[src/rtl/conv_row_sequencer_pkg.sv]
// Shared widths and state encoding for the convolution row sequencer.
// The dimension constants match the cfg ports of input_buffer_bank.
package conv_row_sequencer_pkg;

    localparam int SEQ_IMG_DIM_W = 8;
    localparam int SEQ_KERNEL_W  = 4;
    localparam int SEQ_WDOG_W    = 16;

    typedef logic [2:0] seq_state_t;

    localparam seq_state_t SEQ_IDLE      = 3'd0;
    localparam seq_state_t SEQ_PREFETCH  = 3'd1;
    localparam seq_state_t SEQ_WAIT_IB   = 3'd2;
    localparam seq_state_t SEQ_ROW_START = 3'd3;
    localparam seq_state_t SEQ_ROW_RUN   = 3'd4;
    localparam seq_state_t SEQ_FINISH    = 3'd5;

endpackage

[src/rtl/conv_row_sequencer.sv]
// Layer-level controller: accepts a host job, prefetches the input buffer, starts one
// output row at a time and signals completion once all H-R+1 rows have been produced.
module conv_row_sequencer
    import conv_row_sequencer_pkg::*;
#(
    parameter int IMG_DIM_W = SEQ_IMG_DIM_W,
    parameter int KERNEL_W  = SEQ_KERNEL_W,
    parameter int WDOG_W    = SEQ_WDOG_W
) (
    input  logic                 clk_i,
    input  logic                 rst_sync_n_i,
    input  logic                 job_start_i,
    input  logic [IMG_DIM_W-1:0] cfg_img_w_i,
    input  logic [IMG_DIM_W-1:0] cfg_img_h_i,
    input  logic [KERNEL_W-1:0]  cfg_kernel_r_i,
    input  logic                 ib_ready_i,
    input  logic                 arr_row_done_i,
    output logic                 seq_start_o,
    output logic                 sa_done_o,
    output logic                 busy_o,
    output logic                 job_done_o,
    output logic                 err_o,
    output logic [IMG_DIM_W-1:0] row_cnt_o
);

    localparam logic [IMG_DIM_W:0]   ONE_ROW    = (IMG_DIM_W+1)'(1);
    localparam logic [IMG_DIM_W-1:0] ROW_STEP   = IMG_DIM_W'(1);
    localparam logic [WDOG_W-1:0]    WDOG_STEP  = WDOG_W'(1);
    // Abort after 2**WDOG_W-1 stalled cycles: the count starts at 0 on entry.
    localparam logic [WDOG_W-1:0]    WDOG_LIMIT = {{(WDOG_W-1){1'b1}}, 1'b0};

    seq_state_t state_q;
    seq_state_t state_d;

    logic [IMG_DIM_W:0]   img_w_ext;
    logic [IMG_DIM_W:0]   img_h_ext;
    logic [IMG_DIM_W:0]   kernel_r_ext;
    logic [IMG_DIM_W:0]   total_rows_calc;
    logic [IMG_DIM_W:0]   total_rows_q;
    logic [IMG_DIM_W-1:0] row_cnt_inc;
    logic [WDOG_W-1:0]    wdog_q;

    logic cfg_valid;
    logic accept;
    logic reject;
    logic row_done_seen;
    logic last_row;
    logic in_wait;
    logic wdog_expired;
    logic abort;

    // Config is checked one bit wider than the image dimension so H-R+1 never wraps.
    assign img_w_ext       = {1'b0, cfg_img_w_i};
    assign img_h_ext       = {1'b0, cfg_img_h_i};
    assign kernel_r_ext    = (IMG_DIM_W+1)'(cfg_kernel_r_i);
    assign total_rows_calc = img_h_ext - kernel_r_ext + ONE_ROW;

    assign cfg_valid = (kernel_r_ext != '0)
                    && (kernel_r_ext <= img_h_ext)
                    && (kernel_r_ext <= img_w_ext);

    assign accept        = (state_q == SEQ_IDLE) && job_start_i && cfg_valid;
    assign reject        = (state_q == SEQ_IDLE) && job_start_i && !cfg_valid;
    assign row_done_seen = (state_q == SEQ_ROW_RUN) && arr_row_done_i;
    assign row_cnt_inc   = row_cnt_o + ROW_STEP;
    assign last_row      = ({1'b0, row_cnt_inc} == total_rows_q);
    assign in_wait       = (state_q == SEQ_WAIT_IB) || (state_q == SEQ_ROW_RUN);
    assign wdog_expired  = in_wait && (wdog_q == WDOG_LIMIT);

    always_comb begin
        state_d = state_q;
        abort   = 1'b0;
        case (state_q)
            SEQ_IDLE: begin
                if (accept) state_d = SEQ_PREFETCH;
            end
            SEQ_PREFETCH: begin
                state_d = SEQ_WAIT_IB;
            end
            SEQ_WAIT_IB: begin
                if (ib_ready_i) begin
                    state_d = SEQ_ROW_START;
                end else if (wdog_expired) begin
                    state_d = SEQ_FINISH;
                    abort   = 1'b1;
                end
            end
            SEQ_ROW_START: begin
                state_d = SEQ_ROW_RUN;
            end
            SEQ_ROW_RUN: begin
                if (arr_row_done_i) begin
                    state_d = last_row ? SEQ_FINISH : SEQ_WAIT_IB;
                end else if (wdog_expired) begin
                    state_d = SEQ_FINISH;
                    abort   = 1'b1;
                end
            end
            SEQ_FINISH: begin
                state_d = SEQ_IDLE;
            end
            default: begin
                state_d = SEQ_IDLE;
            end
        endcase
    end

    // Outputs are decoded from the next state so every one of them leaves a flop.
    // An aborted job still passes through FINISH to flush the IB, but without job_done.
    always_ff @(posedge clk_i) begin
        if (!rst_sync_n_i) begin
            state_q      <= SEQ_IDLE;
            seq_start_o  <= 1'b0;
            sa_done_o    <= 1'b0;
            busy_o       <= 1'b0;
            job_done_o   <= 1'b0;
            err_o        <= 1'b0;
            row_cnt_o    <= '0;
            total_rows_q <= '0;
            wdog_q       <= '0;
        end else begin
            state_q     <= state_d;
            seq_start_o <= (state_d == SEQ_PREFETCH) || (state_d == SEQ_ROW_START);
            busy_o      <= (state_d != SEQ_IDLE);
            sa_done_o   <= (state_d == SEQ_FINISH);
            job_done_o  <= (state_d == SEQ_FINISH) && !abort;

            if ((state_d != state_q) || !in_wait) begin
                wdog_q <= '0;
            end else begin
                wdog_q <= wdog_q + WDOG_STEP;
            end

            if (accept) begin
                total_rows_q <= total_rows_calc;
                row_cnt_o    <= '0;
            end else if (row_done_seen) begin
                row_cnt_o    <= row_cnt_inc;
            end

            if (accept) begin
                err_o <= 1'b0;
            end else if (reject || abort) begin
                err_o <= 1'b1;
            end
        end
    end

endmodule

[config.mk]
export PLATFORM = sky130hd
export DESIGN_NAME = conv_row_sequencer
export DESIGN_NICKNAME = d
export VERILOG_FILES = /design/src/rtl/conv_row_sequencer_pkg.sv /design/src/rtl/conv_row_sequencer.sv
export SDC_FILE = /design/constraint.sdc
export NUM_CORES = 1
export LEC_CHECK = 0
export ABC_AREA = 1
export BUFFER_PORTS_ARGS = -buffer_cell sky130_fd_sc_hd__buf_2
export CELL_PAD_IN_SITES_DETAIL_PLACEMENT = 2
export CELL_PAD_IN_SITES_GLOBAL_PLACEMENT = 2
export CORE_ASPECT_RATIO = 0.5
export CORE_UTILIZATION = 30
export DETAILED_ROUTE_END_ITERATION = 8
export MAX_ROUTING_LAYER = met4
export PLACE_DENSITY = 0.77
export RECOVER_POWER = 50
export SLEW_MARGIN = 10
export SYNTH_ARGS = -nofsm -noshare
export SYNTH_HDL_FRONTEND = slang
export SYNTH_SLANG_ARGS = --single-unit
[constraint.sdc]
create_clock -name clk_i -period 3.2 [get_ports clk_i]
set_input_delay 0.64 -clock clk_i [delete_from_list [all_inputs] [get_ports clk_i]]
set_output_delay 0.64 -clock clk_i [all_outputs]
set_load 0.02 [all_outputs]
== After elaboration in Yosys (flattened, before gate mapping) ==
Cells that the tools add are included.

* Multiplexer cells: 10
* Reduce and logical (&&, ||, !) cells: 20
* Bitwise gates (word level): 1
* $lt $le $gt $ge: 2
* $add $sub $neg: 4
* Equal/unequal tests: 10

{| class="wikitable"
|+ Operators with widths
! kind !! count
|-
| adder 16 x 1 -> 16 bit (second input constant) || 1
|-
| == test 16 bit (second input constant) || 1
|-
| less-or-equal comparator 4 x 8 -> 1 bit || 2
|-
| 2-to-1 mux 3 bit || 5
|-
| one-hot mux 3 bit (5 select lines) || 1
|-
| adder 9 x 1 -> 9 bit (second input constant) || 1
|-
| == test 3 x 2 -> 1 bit (second input constant) || 3
|-
| == test 8 x 9 -> 1 bit || 1
|-
| nonzero test 9 bit || 1
|-
| subtractor 8 x 4 -> 9 bit || 1
|-
| adder 8 x 1 -> 8 bit (second input constant) || 1
|-
| logical AND 1 bit || 8
|-
| == test 3 x 1 -> 1 bit (second input constant) || 2
|-
| == test 3 bit (second input constant) || 2
|-
| logical OR 1 bit || 4
|-
| OR reduction 2 bit || 2
|-
| zero test 1 bit || 3
|-
| zero test 3 bit || 1
|-
| 2-to-1 mux 1 bit || 3
|-
| != test 3 bit || 1
|-
| nonzero test 3 bit || 1
|-
| one-hot mux 1 bit (2 select lines) || 1
|-
| inverter 1 bit || 1
|}

* Bits of input ports: 25
* Flip-flop bits (word level): 41

== Logic depth before layout (Yosys ltp) ==
Gate-level depths: netlist (run 1).

* Depth in word-level cells: 9
* Gate-level depth with buffers: 18

== Worst setup path after synthesis (run 1) ==
OpenSTA, ideal clock, no wires.

* Path kind: input-to-reg
* Start point: in cfg_img_h_i[1]
* End point: reg total_rows_q[7]
* Required time: 3.126 ns
* Buffers on the path: 0
* Data arrival time: 2.448 ns
* Setup time: 0.074 ns
* Stages on the path: 11
* Path slack: 0.678 ns
* Path through: inv_1 ha_1 inv_1 ha_1 inv_1 fa_1 o21ai_0 a21o_1 a21oi_1 or2_2 a31oi_1

* Cells in the longest elaborated chain, start to end: 4
* Elaborated cells on any way between the ends: 6
* Classes of those cells: add/sub (2); order compare (1); reduce/logical (3)

{| class="wikitable"
|+ Ends and longest elaborated chain
! element !! RTL line !! text
|-
| from (decl) || conv_row_sequencer.sv:14 || <nowiki>input logic [IMG_DIM_W-1:0] cfg_img_h_i,</nowiki>
|-
| branches (longest 4 deep; another with subtractor 8 x 4 -> 9 bit) || - ||
|-
| to (signal assigned) || conv_row_sequencer.sv:135 || <nowiki>total_rows_q <= total_rows_calc;</nowiki>
|-
| to (decl) || conv_row_sequencer.sv:39 || <nowiki>logic [IMG_DIM_W:0] total_rows_q;</nowiki>
|}

Parallel ways; which one is timed is not known.
A chain may end at the register's enable or synchronous reset.

== Worst setup path in the final report (run 1) ==
Ends and elaborated chain as after synthesis.

==> results of run 1 <==
## metrics by stage
stage / utilization, % / std cells / worst slack (ns)
2_1_floorplan: - / 366 / 0.678
3_3_place_gp: 35.5 / 510 / 0.447
3_5_place_dp: 35.5 / 510 / 0.266
4_1_cts: 37.6 / 518 / 0.577
5_1_grt: 37.3 / 518 / 0.299
6_report: 37.3 / 518 / 0.602
## cells in the mapped netlist (2+ instances only)
| cell type | instances | share of area, % |
|---|---|---|
| xor2_1 | 14 | 4.6 |
| xnor2_1 | 6 | 2.0 |
| nor2_1 | 40 | 5.7 |
| nand2_1 | 70 | 9.9 |
| clkbuf_1 | 3 | 0.42 |
| fa_1 | 2 | 1.5 |
| nor2_4 | 11 | 4.7 |
| inv_1 | 60 | 8.5 |
| ha_1 | 23 | 11 |
| o22ai_1 | 6 | 1.4 |
| a31oi_1 | 2 | 0.47 |
| nor2_2 | 2 | 0.47 |
| nand2_2 | 5 | 1.2 |
| dfxtp_1 | 41 | 31 |
| nand4_1 | 6 | 1.4 |
| a21oi_1 | 14 | 2.6 |
| o21ai_0 | 10 | 1.9 |
| nand3_1 | 36 | 6.8 |
## worst max path at each step
| stage | depth (start not counted) | end | startpoint | slack [ns] |
|---|---|---|---|---|
| global placement | 12 | total_rows_q[7]$_SDFFE_PN0P_ | cfg_img_h_i[1] | 0.45 |
| floorplan | 11 | total_rows_q[7]$_SDFFE_PN0P_ | cfg_img_h_i[1] | 0.68 |
| finish | 12 | total_rows_q[7]$_SDFFE_PN0P_ | cfg_img_h_i[1] | 0.60 |
| detailed placement | 12 | total_rows_q[7]$_SDFFE_PN0P_ | cfg_img_h_i[1] | 0.27 |
| global route | 14 | wdog_q[10]$_SDFF_PP0_ | row_cnt_o[0]$_SDFFE_PP0P_ | 0.30 |
| CTS | 12 | total_rows_q[7]$_SDFFE_PN0P_ | cfg_img_h_i[1] | 0.58 |
## power groups by stage
stage                     clock network (uW)  registers [uW]  logic [uW]
after floorplan                            0             577         189
after global placement                     0             574         258
after detailed placement                   0             577         277
after CTS                                622             567         281
after global routing                     641             570         311
final                                    610             567         272
## critical path: stages
cell and delay, ns:
buf_2 0.10, inv_1 0.06, ha_1 0.31, inv_1 0.07, ha_1 0.17, inv_1 0.07
fa_1 0.41, o21ai_0 0.33, a21o_1 0.17, a21oi_1 0.07, or2_2 0.27, a31oi_1 0.15
## cell usage in the layout, fill, tap and decap left out, types with 2 or more instances in the layout
master,synthesis,routed
o22ai_1,6,6
nor2_4,11,11
clkbuf_16,0,5
ha_1,23,23
dfxtp_1,41,41
xor2_1,14,14
nand2_2,5,3
nand4_1,6,6
buf_2,1,24
a31oi_1,2,2
clkbuf_1,3,13
nor2_1,40,40
xnor2_1,6,6
nand2_1,70,72
o21ai_0,10,10
nor2_2,2,2
fa_1,2,2
nand3_1,36,36
inv_1,60,60
a21oi_1,14,14
## flip-flops by register name, summed over array words and instances, names as in the netlist
register,flops
wdog_q,16
total_rows_q,9
row_cnt_o,8
state_q,3
busy_o,1
err_o,1
job_done_o,1
sa_done_o,1
seq_start_o,1
## cell type report
type,instances,area (um2)
tap,112,140
timing repair buffer,38,176
multi-input combinational,258,1550
clock buffer,6,139
inverter,61,229
fill,983,5190
clock inverter,2,37.5
sequential,41,821
## per-layer routing
metal	vias to the layer above	part of all wire, %
met4	0	0.53
li1	1234	-
met3	5	2.2
met2	12	53
met1	1194	45
met5	-	0
## cells by family after synthesis
family	count (synthesis)	synth area share, %
adder cells (fa/ha/maj)	25	12.3
buffers and inverters	67	10.4
AND/OR/NAND/NOR	176	31.9
AO/OA/AOI/OAI	37	7.87
flip-flops	41	30.9
XOR/XNOR	20	6.60
==> summary.md, run 1 <==
| Metric | Value |
|---|---|
| Status | completed |
| Final Max Tran Viols | 0 |
| Per-instance average area after synthesis | 7.25 um2 |
| Crit path arrival time | 2.82 ns |
| Die W | 135 um |
| Max transition margin | 64.8% |
| TritonCTS clock tree | built |
| Number of stages on the worst hold path | 2 |
| Fraction of layout instances using a drive strength above 1 | 13.1% |
| Largest buffer count on any clock path | 2 |
| Slew at the pin with the worst max-slew slack | 0.528 ns |
| Net switching component of the power | 421 uW |
| P per Cell Area | 468 mW/mm2 |
| Area inside the core boundary | 0.00829 mm2 |
| RSZ-0062 raised after global routing | no |
| Worst-path clk slew | 0.06 ns |
| Vias in the first global route | 2692 |
| Die Height | 68.5 um |
| Cell at the root of the clock tree | clkbuf_16 |
| Part of the total power dissipated in sequential elements | 39.2% |
| Synthesized netlist net count | 416 |
| CP endpoint kind | register |
| Design area | 0.00310 mm2 |
| Placed wire-length estimate | 6150 um |
| Vias | 2445 |
| # setup viols final | 0 |
| Starting utilization of the core area | 32.0% |
| Total number of nets in the final design | 455 |
| Net switching fraction of the power | 29.1% |
| Latest clock arrival within the worst-skew pair | 0.29 ns |
| Worst Hold Class | reg -> reg |
| Layout-stage area growth over the synthesis result | 16.6% |
| Post-DRT Antenna Nets | 0 |
| Total overflow reported by the global router | 0 |
| Leakage power total | 0.00137 uW |
| Global placer's final weighted congestion | 0.732 |
| Crit Path Category | in -> reg |
| Number of port buffers | 37 |
| 1st-iter DRT viols | 51 |
| Number of cells on the worst reg-to-reg path | 14 |
| Num Clock Sinks | 41 |
| Layout Skew | 0.00269 ns |
| Peak supply drop | 188 uV |
| Number of detailed-routing iterations run before antenna repair | 4 |
| Endpoints failing hold | 0 |
| Largest net degree at the start of global routing | 17 |
| Final Critical Period | 2.60 ns |
| Proportion of power drawn by the clock network | 42.1% |
| Cell Rows | 23 |
| Initial antenna violation count | 0 |
| Worst Setup Start Kind | primary input |
| Worst hold-check slack | 0.472 ns |
| Global routing usage summed across all routing layers | 18.2% |
| Part of the Yosys area used for sequential elements | 30.9% |
| Routed length per instance | 14.5 um |
| Share of flip-flops with an asynchronous set or reset after synthesis | 0% |
| H-tree level count | 2 |
| Total of max-cap violations | 0 |
| First-pass GRT wire length | 12500 um |
| Met3 Usage GRT | 3.95% |
| Most frequently used flop master after synthesis | dfxtp_1 |
| Inserted Diodes | 0 |
| Ports | 38 |
| CP max FO | 2 |
| Post-route total power | 1450 uW |
| Hold_buf cts | 0 |
| Cell-internal power | 1030 uW |
| Global routing met2 resource utilization | 36.5% |
| Worst reg2reg setup slack | 0.62 ns |
| Number of synthesized flops with an enable pin | 0 |
| Count of buffers added by post-CTS timing repair for setup | 0 |
| Part of the cycle the worst path needs | 81.2% |
| Total clock buffers created by CTS | 5 |
| Synthesis warning total | 0 |
| Routing layer with the top usage in global route | met2 |
| Flip-flop and latch count after synthesis | 41 |
| DRT Wirelength | 7500 um |
| Endpoint of the worst register-to-register path | wdog_q[9]$_SDFF_PP0_ |
| RR Startpoint | row_cnt_o[0]$_SDFFE_PP0P_ |
| Required arrival time at the worst endpoint | 3.42 ns |
| Max Clk Rate | 385 MHz |
| Residual DRC count | 0 |
| Logic gate share of total power | 18.8% |
| Global-route met1 utilization | 18.9% |
| Cell area after placement | 0.00294 mm2 |
| Number of different library cells in the post-synthesis netlist | 33 |
| PostCTS Resize Cnt | 0 |
| Per-cell via count in the routed design | 4.72 |
| Total Die Area | 0.00925 mm2 |
| Cell area after synthesis | 0.00266 mm2 |
| Setup TNS | 0 ns |
| Gate count of the mapped netlist | 366 |
| Start point of the worst min-delay path | err_o$_SDFFE_PP0P_ |
| Terminating pin of the worst hold path | err_o$_SDFFE_PP0P_ |
Note: power is estimated with default switching activity, not from simulation.
==> inputs of run 2 (changes only) <==
--- a/config.mk
+++ b/config.mk
@@ -10,10 +10,10 @@
 export CELL_PAD_IN_SITES_DETAIL_PLACEMENT = 2
 export CELL_PAD_IN_SITES_GLOBAL_PLACEMENT = 2
 export CORE_ASPECT_RATIO = 0.5
-export CORE_UTILIZATION = 30
+export CORE_UTILIZATION = 29
 export DETAILED_ROUTE_END_ITERATION = 8
 export MAX_ROUTING_LAYER = met4
-export PLACE_DENSITY = 0.77
+export PLACE_DENSITY = 0.78
 export RECOVER_POWER = 50
 export SLEW_MARGIN = 10
 export SYNTH_ARGS = -nofsm -noshare
==> constraint.sdc (replaced) <==
create_clock -name clk_i -period 2.23 [get_ports clk_i]
set_input_delay 0.446 -clock clk_i [delete_from_list [all_inputs] [get_ports clk_i]]
set_output_delay 0.446 -clock clk_i [all_outputs]
set_load 0.02 [all_outputs]
==> run 2 against run 1 <==
  * The flow now finishes with violations (setup timing)
  * Sequential share of layout area decreased by 3.2 points
  * Final cell count up 8.3%
  * First-iteration DRC count rose by 65%
  * Largest cell class unchanged
  * Highest routed layer unchanged
==> summary.md, run 2 (same netlist as run 1, synthesis figures left out) <==
| Metric | Value |
|---|---|
| Leakage power total | 0.00162 uW |
| Layout-stage area growth over the synthesis result | 34.1% |
| TritonCTS clock tree | built |
| Max transition margin | 64.3% |
| Crit. Startpoint | cfg_img_h_i[3] |
| Ports | 38 |
| Status | complete, but fails checks |
| Final Max Tran Viols | 0 |
| Largest net degree at the start of global routing | 15 |
| Peak supply drop | 267 uV |
| Most flops, register | wdog_q |
| Inserted Diodes | 0 |
| Worst hold-check slack | 0.451 ns |
| Crit path arrival time | 2.40 ns |
| First-pass GRT wire length | 14100 um |
| Slew at the pin with the worst max-slew slack | 0.530 ns |
| Part of the cycle the worst path needs | 100% |
| Placed wire-length estimate | 6450 um |
| Cell at the root of the clock tree | clkbuf_16 |
| Endpoints failing hold | 0 |
| PnR worst setup slack | -0.00779 ns |
| Starting utilization of the core area | 30.2% |
| Number of detailed-routing iterations run before antenna repair | 4 |
| Largest registers | wdog_q x16, total_rows_q x9, row_cnt_o x8 |
| Post-route total power | 2140 uW |
| Max Clk Rate | 447 MHz |
| P per Cell Area | 601 mW/mm2 |
| Worst-path clk slew | 0.07 ns |
| Post-DRT Antenna Nets | 0 |
| Vias in the first global route | 2954 |
| Delay contributed by the slowest stage of the critical path | 0.37 ns |
| Global routing usage summed across all routing layers | 19.7% |
| Largest buffer count on any clock path | 2 |
| Total clock buffers created by CTS | 5 |
| CP Cell Sequence | buf_2 > inv_1 > ha_1 > a21oi_1 > o21ai_1 > o2111ai_1 > o211ai_1 > nor2_1 > buf_4 > nor2_2 > inv_1 > buf_12 > o22ai_2 |
| Most used cell, CP | inv_1 |
| Latest clock arrival within the worst-skew pair | 0.29 ns |
| Initial antenna violation count | 0 |
| Commonest non-fill, non-tap cell in the layout | nand2_1 |
| Total overflow reported by the global router | 0 |
| Worst Setup Start Kind | primary input |
| Final Critical Period | 2.24 ns |
| # setup viols final | 3 |
| Cell area after placement | 0.00322 mm2 |
| Placed cell count | 545 |
| Cell with the largest stage delay on the worst path | ha_1 |
| Design area | 0.00356 mm2 |
| Layout Skew | 0.00827 ns |
| CP max FO | 14 |
| Vias | 2636 |
| Number of port buffers | 37 |
| RSZ-0062 raised after global routing | yes |
| Crit Path Category | in -> reg |
| Num Clock Sinks | 41 |
| Highest-count cells in the layout ignoring fill and taps | nand2_1 (65), inv_1 (59), dfxtp_1 (37) |
| Total number of nets in the final design | 493 |
| Worst Hold Class | in -> reg |
| Required arrival time at the worst endpoint | 2.39 ns |
| DRT Wirelength | 9310 um |
| Worst reg2reg setup slack | 0.01 ns |
| Endpoint of the worst register-to-register path | wdog_q[0]$_SDFF_PP0_ |
| Routed length per instance | 16.6 um |
| CP endpoint kind | register |
| Total of max-cap violations | 0 |
| Cell Rows | 24 |
| Global placer's final weighted congestion | 0.779 |
| Termination of the worst setup path | total_rows_q[6]$_SDFFE_PN0P_ |
| Number of cells on the worst reg-to-reg path | 13 |
| Total Die Area | 0.00957 mm2 |
| Per-cell via count in the routed design | 4.70 |
| Die W | 137 um |
| Violated checks | setup timing |
| 1st-iter DRT viols | 84 |
| Non-Filler Instances | 561 |
| RR Startpoint | state_q[1]$_SDFF_PN0_ |
| H-tree level count | 2 |
| Residual DRC count | 0 |
| Die Height | 69.7 um |
| Fraction of layout instances using a drive strength above 1 | 27.3% |
| Flip-flop count of the largest register after layout | 16 |
| Area inside the core boundary | 0.00880 mm2 |
## run 2: area by class of cell
type                       count  area (um2)
multi-input combinational    258        1690
fill                        1051        5240
timing repair buffer          76         508
tap                          117         146
sequential                    41         828
clock inverter                 1        5.00
inverter                      61         229
clock buffer                   7         153
## run 2: stage by stage
stage	setup slack, ns	TNS (ns)	util (%)
global placement	-0.155	-3.75	36.5
detailed placement	-0.286	-5.30	36.5
CTS	0.00182	0	38.5
global route	-0.154	-3.48	40.5
floorplan	0.0408	0	-
finish	-0.00779	-0.0133	40.5
## run 2: worst min path at each step
stage / start / to / depth (start not counted)
2_1_floorplan: total_rows_q[0]$_SDFFE_PN0P_ / total_rows_q[0]$_SDFFE_PN0P_ / 2
3_3_place_gp: err_o$_SDFFE_PP0P_ / err_o$_SDFFE_PP0P_ / 2
3_5_place_dp: total_rows_q[0]$_SDFFE_PN0P_ / total_rows_q[0]$_SDFFE_PN0P_ / 2
4_1_cts: cfg_img_h_i[7] / total_rows_q[8]$_SDFFE_PN0P_ / 3
5_1_grt: cfg_img_h_i[7] / total_rows_q[8]$_SDFFE_PN0P_ / 3
6_report: cfg_img_h_i[7] / total_rows_q[8]$_SDFFE_PN0P_ / 3
## run 2: power breakdown
group,internal [uW],switching (uW),leakage (uW)
Combinational,226,327,0.00121
Sequential,777,31.8,0.000335
Clock,474,304,0.0000799
Total,1480,663,0.00162
## run 2: critical path: cells and delay by family
family	cells	cell delay (ns)
and+or+nand+nor	2	0.30
adders and majority gates	1	0.37
AOI/OAI and AO/OA	5	0.67
buffers and inverters	5	0.60
## run 2: what timing repair did
action / in CTS / in global routing
endpoints found under the setup margin: 18 / 31
setup buffers: 0 / 8
pin swaps: 0 / 16
hold endpoints to repair: 0 / 0
resized for setup: 4 / 35
hold buffers: 0 / 0
## run 2: routing by layer
metal / part of all wire (%) / GRT usage [%] / vias to the layer above
met5: 0 / - / -
met4: 1.1 / 4.27 / 0
met3: 1.9 / 3.87 / 12
met2: 52 / 36.1 / 26
met1: 45 / 21.8 / 1286
li1: - / - / 1312
==> inputs of run 3 (changes only) <==
--- a/config.mk
+++ b/config.mk
@@ -15,6 +15,7 @@
 export MAX_ROUTING_LAYER = met4
 export PLACE_DENSITY = 0.78
 export RECOVER_POWER = 50
+export REMOVE_ABC_BUFFERS = 1
 export SLEW_MARGIN = 10
 export SYNTH_ARGS = -nofsm -noshare
 export SYNTH_HDL_FRONTEND = slang
==> run 3 against run 2 <==
  * The flow now finishes without violations
  * Wire length fell by 0.30%
  * Global-route usage rose by 0.27 points
  * Critical endpoint is now wdog_q[15]$_SDFF_PP0_
  * Core utilization rose by 0.84 points
  * Hold slack got worse by 0.024 ns
  * Sequential power barely moved
==> summary.md, run 3 (same netlist as run 1, synthesis figures left out) <==
| Metric | Value |
|---|---|
| Total overflow reported by the global router | 0 |
| CP max FO | 8 |
| Crit Path Category | reg -> reg |
| Worst Setup Start Kind | register |
| Routed length per instance | 16.3 um |
| Crit path arrival time | 2.36 ns |
| TritonCTS clock tree | built |
| Max transition margin | 66.4% |
| Cell at the root of the clock tree | clkbuf_16 |
| Die W | 137 um |
| Starting utilization of the core area | 30.2% |
| Final Max Tran Viols | 0 |
| Vias | 2654 |
| DRT Wirelength | 9280 um |
| Total clock buffers created by CTS | 5 |
| Commonest non-fill, non-tap cell in the layout | nand2_1 |
| Total number of nets in the final design | 500 |
| Layout Skew | 0.00449 ns |
| Global routing usage summed across all routing layers | 19.9% |
| Hold_buf cts | 0 |
| Total of max-cap violations | 0 |
| Layout-stage area growth over the synthesis result | 36.9% |
| Placed cell count | 549 |
| CP endpoint kind | register |
| # setup viols final | 0 |
| Vias in the first global route | 2885 |
| Endpoints failing hold | 0 |
| RSZ-0062 raised after global routing | yes |
| Part of the cycle the worst path needs | 97.6% |
| Status | completed |
| Largest buffer count on any clock path | 2 |
| 1st-iter DRT viols | 68 |
| Largest registers | wdog_q x16, total_rows_q x9, row_cnt_o x8 |
| Worst reg2reg setup slack | 0.05 ns |
| Num Clock Sinks | 41 |
| P per Cell Area | 635 mW/mm2 |
| PnR worst setup slack | 0.0528 ns |
| Number of detailed-routing iterations run before antenna repair | 4 |
| Flip-flop count of the largest register after layout | 16 |
| Cell Rows | 24 |
| Leakage power total | 0.00166 uW |
| Peak supply drop | 298 uV |
| Latest clock arrival within the worst-skew pair | 0.30 ns |
| H-tree level count | 2 |
| Post-DRT Antenna Nets | 0 |
| Global placer's final weighted congestion | 0.750 |
| Worst slack at placement | -0.395 ns |
| Worst-path clk slew | 0.06 ns |
| Non-Filler Instances | 568 |
| Worst Hold Class | in -> reg |
| Slew at the pin with the worst max-slew slack | 0.498 ns |
| Required arrival time at the worst endpoint | 2.42 ns |
| Placed wire-length estimate | 6530 um |
| Total Die Area | 0.00957 mm2 |
| Number of port buffers | 37 |
| First-pass GRT wire length | 14000 um |
| Residual DRC count | 0 |
| Highest-count cells in the layout ignoring fill and taps | nand2_1 (64), inv_1 (60), buf_4 (41) |
| Max Clk Rate | 459 MHz |
| Inserted Diodes | 0 |
| Number of cells on the worst reg-to-reg path | 16 |
| Final Critical Period | 2.18 ns |
| Most flops, register | wdog_q |
| Initial antenna violation count | 0 |
| Per-cell via count in the routed design | 4.67 |
| Number of fillers in the final layout | 1025 |
| Die Height | 69.7 um |
| Number of stages on the worst hold path | 3 |
| Area inside the core boundary | 0.00880 mm2 |
| Layout Utilization | 41.3% |
| Largest net degree at the start of global routing | 14 |
| Ports | 38 |
| Fraction of layout instances using a drive strength above 1 | 30.2% |
## run 3: final timing paths
kind                                                    from                           end
worst max-delay path               row_cnt_o[1]$_SDFFE_PP0P_         wdog_q[15]$_SDFF_PP0_
worst max register to register     row_cnt_o[1]$_SDFFE_PP0P_         wdog_q[15]$_SDFF_PP0_
worst min-delay path                          cfg_img_h_i[7]  total_rows_q[8]$_SDFFE_PN0P_
worst min register to register  total_rows_q[2]$_SDFFE_PN0P_  total_rows_q[2]$_SDFFE_PN0P_
## run 3: power by group
part / internal, uW / leakage (uW) / switching, uW / total (uW)
clock: 640 / 0.0000938 / 335 / 975
sequential: 777 / 0.000335 / 34.0 / 811
combinational: 217 / 0.00124 / 305 / 523
total: 1630 / 0.00166 / 674 / 2310
## run 3: worst max-delay path, stage by stage (launching register included)
cell and delay (ns):
dfxtp_2 0.37, ha_4 0.17, nand3_2 0.10, nor2_1 0.16, nand2_1 0.10, and2_1 0.20
nor2_1 0.19, nor2_4 0.07, nand2_2 0.06, nand2_2 0.06, nand2_1 0.08, nand2_2 0.08
nand2_4 0.08, nand2_4 0.06, nand2_4 0.09, buf_12 0.16, nor2_4 0.03
## run 3: stage by stage
stage / hold WS (ns) / cell area [um2] / setup TNS (ns) / total power, uW
2_1_floorplan: 0.437 / 2610 / -0.0978 / 1080
3_3_place_gp: 0.460 / 3230 / -3.01 / 1270
3_5_place_dp: 0.462 / 3230 / -6.98 / 1300
4_1_cts: 0.420 / 3450 / 0 / 2280
5_1_grt: 0.446 / 3630 / -1.75 / 2410
6_report: 0.427 / 3630 / 0 / 2310
## run 3: cell type report
type	count	area, um2	area share [%]
repair buffers	83	559	15.4
multi-input cells	258	1680	46.2
clock inverters	3	65.1	1.79
well taps	117	146	4.03
flip-flops and latches	41	828	22.8
inverters	61	229	6.30
clock buffers	5	125	3.44
## run 3: repair_timing
action                     4_1_cts  5_1_grt
pin swaps                        3       18
hold endpoints to repair         0        0
buffers inserted                 2        9
gates resized for setup          7       37
setup endpoints to repair       18       32
## run 3: per-layer routing
layer,up-vias,routed length (um),track usage (%)
met5,-,0,-
met4,0,127,7.20
met3,12,184,4.68
met2,20,4930,35.1
met1,1299,4040,21.9
li1,1323,-,-
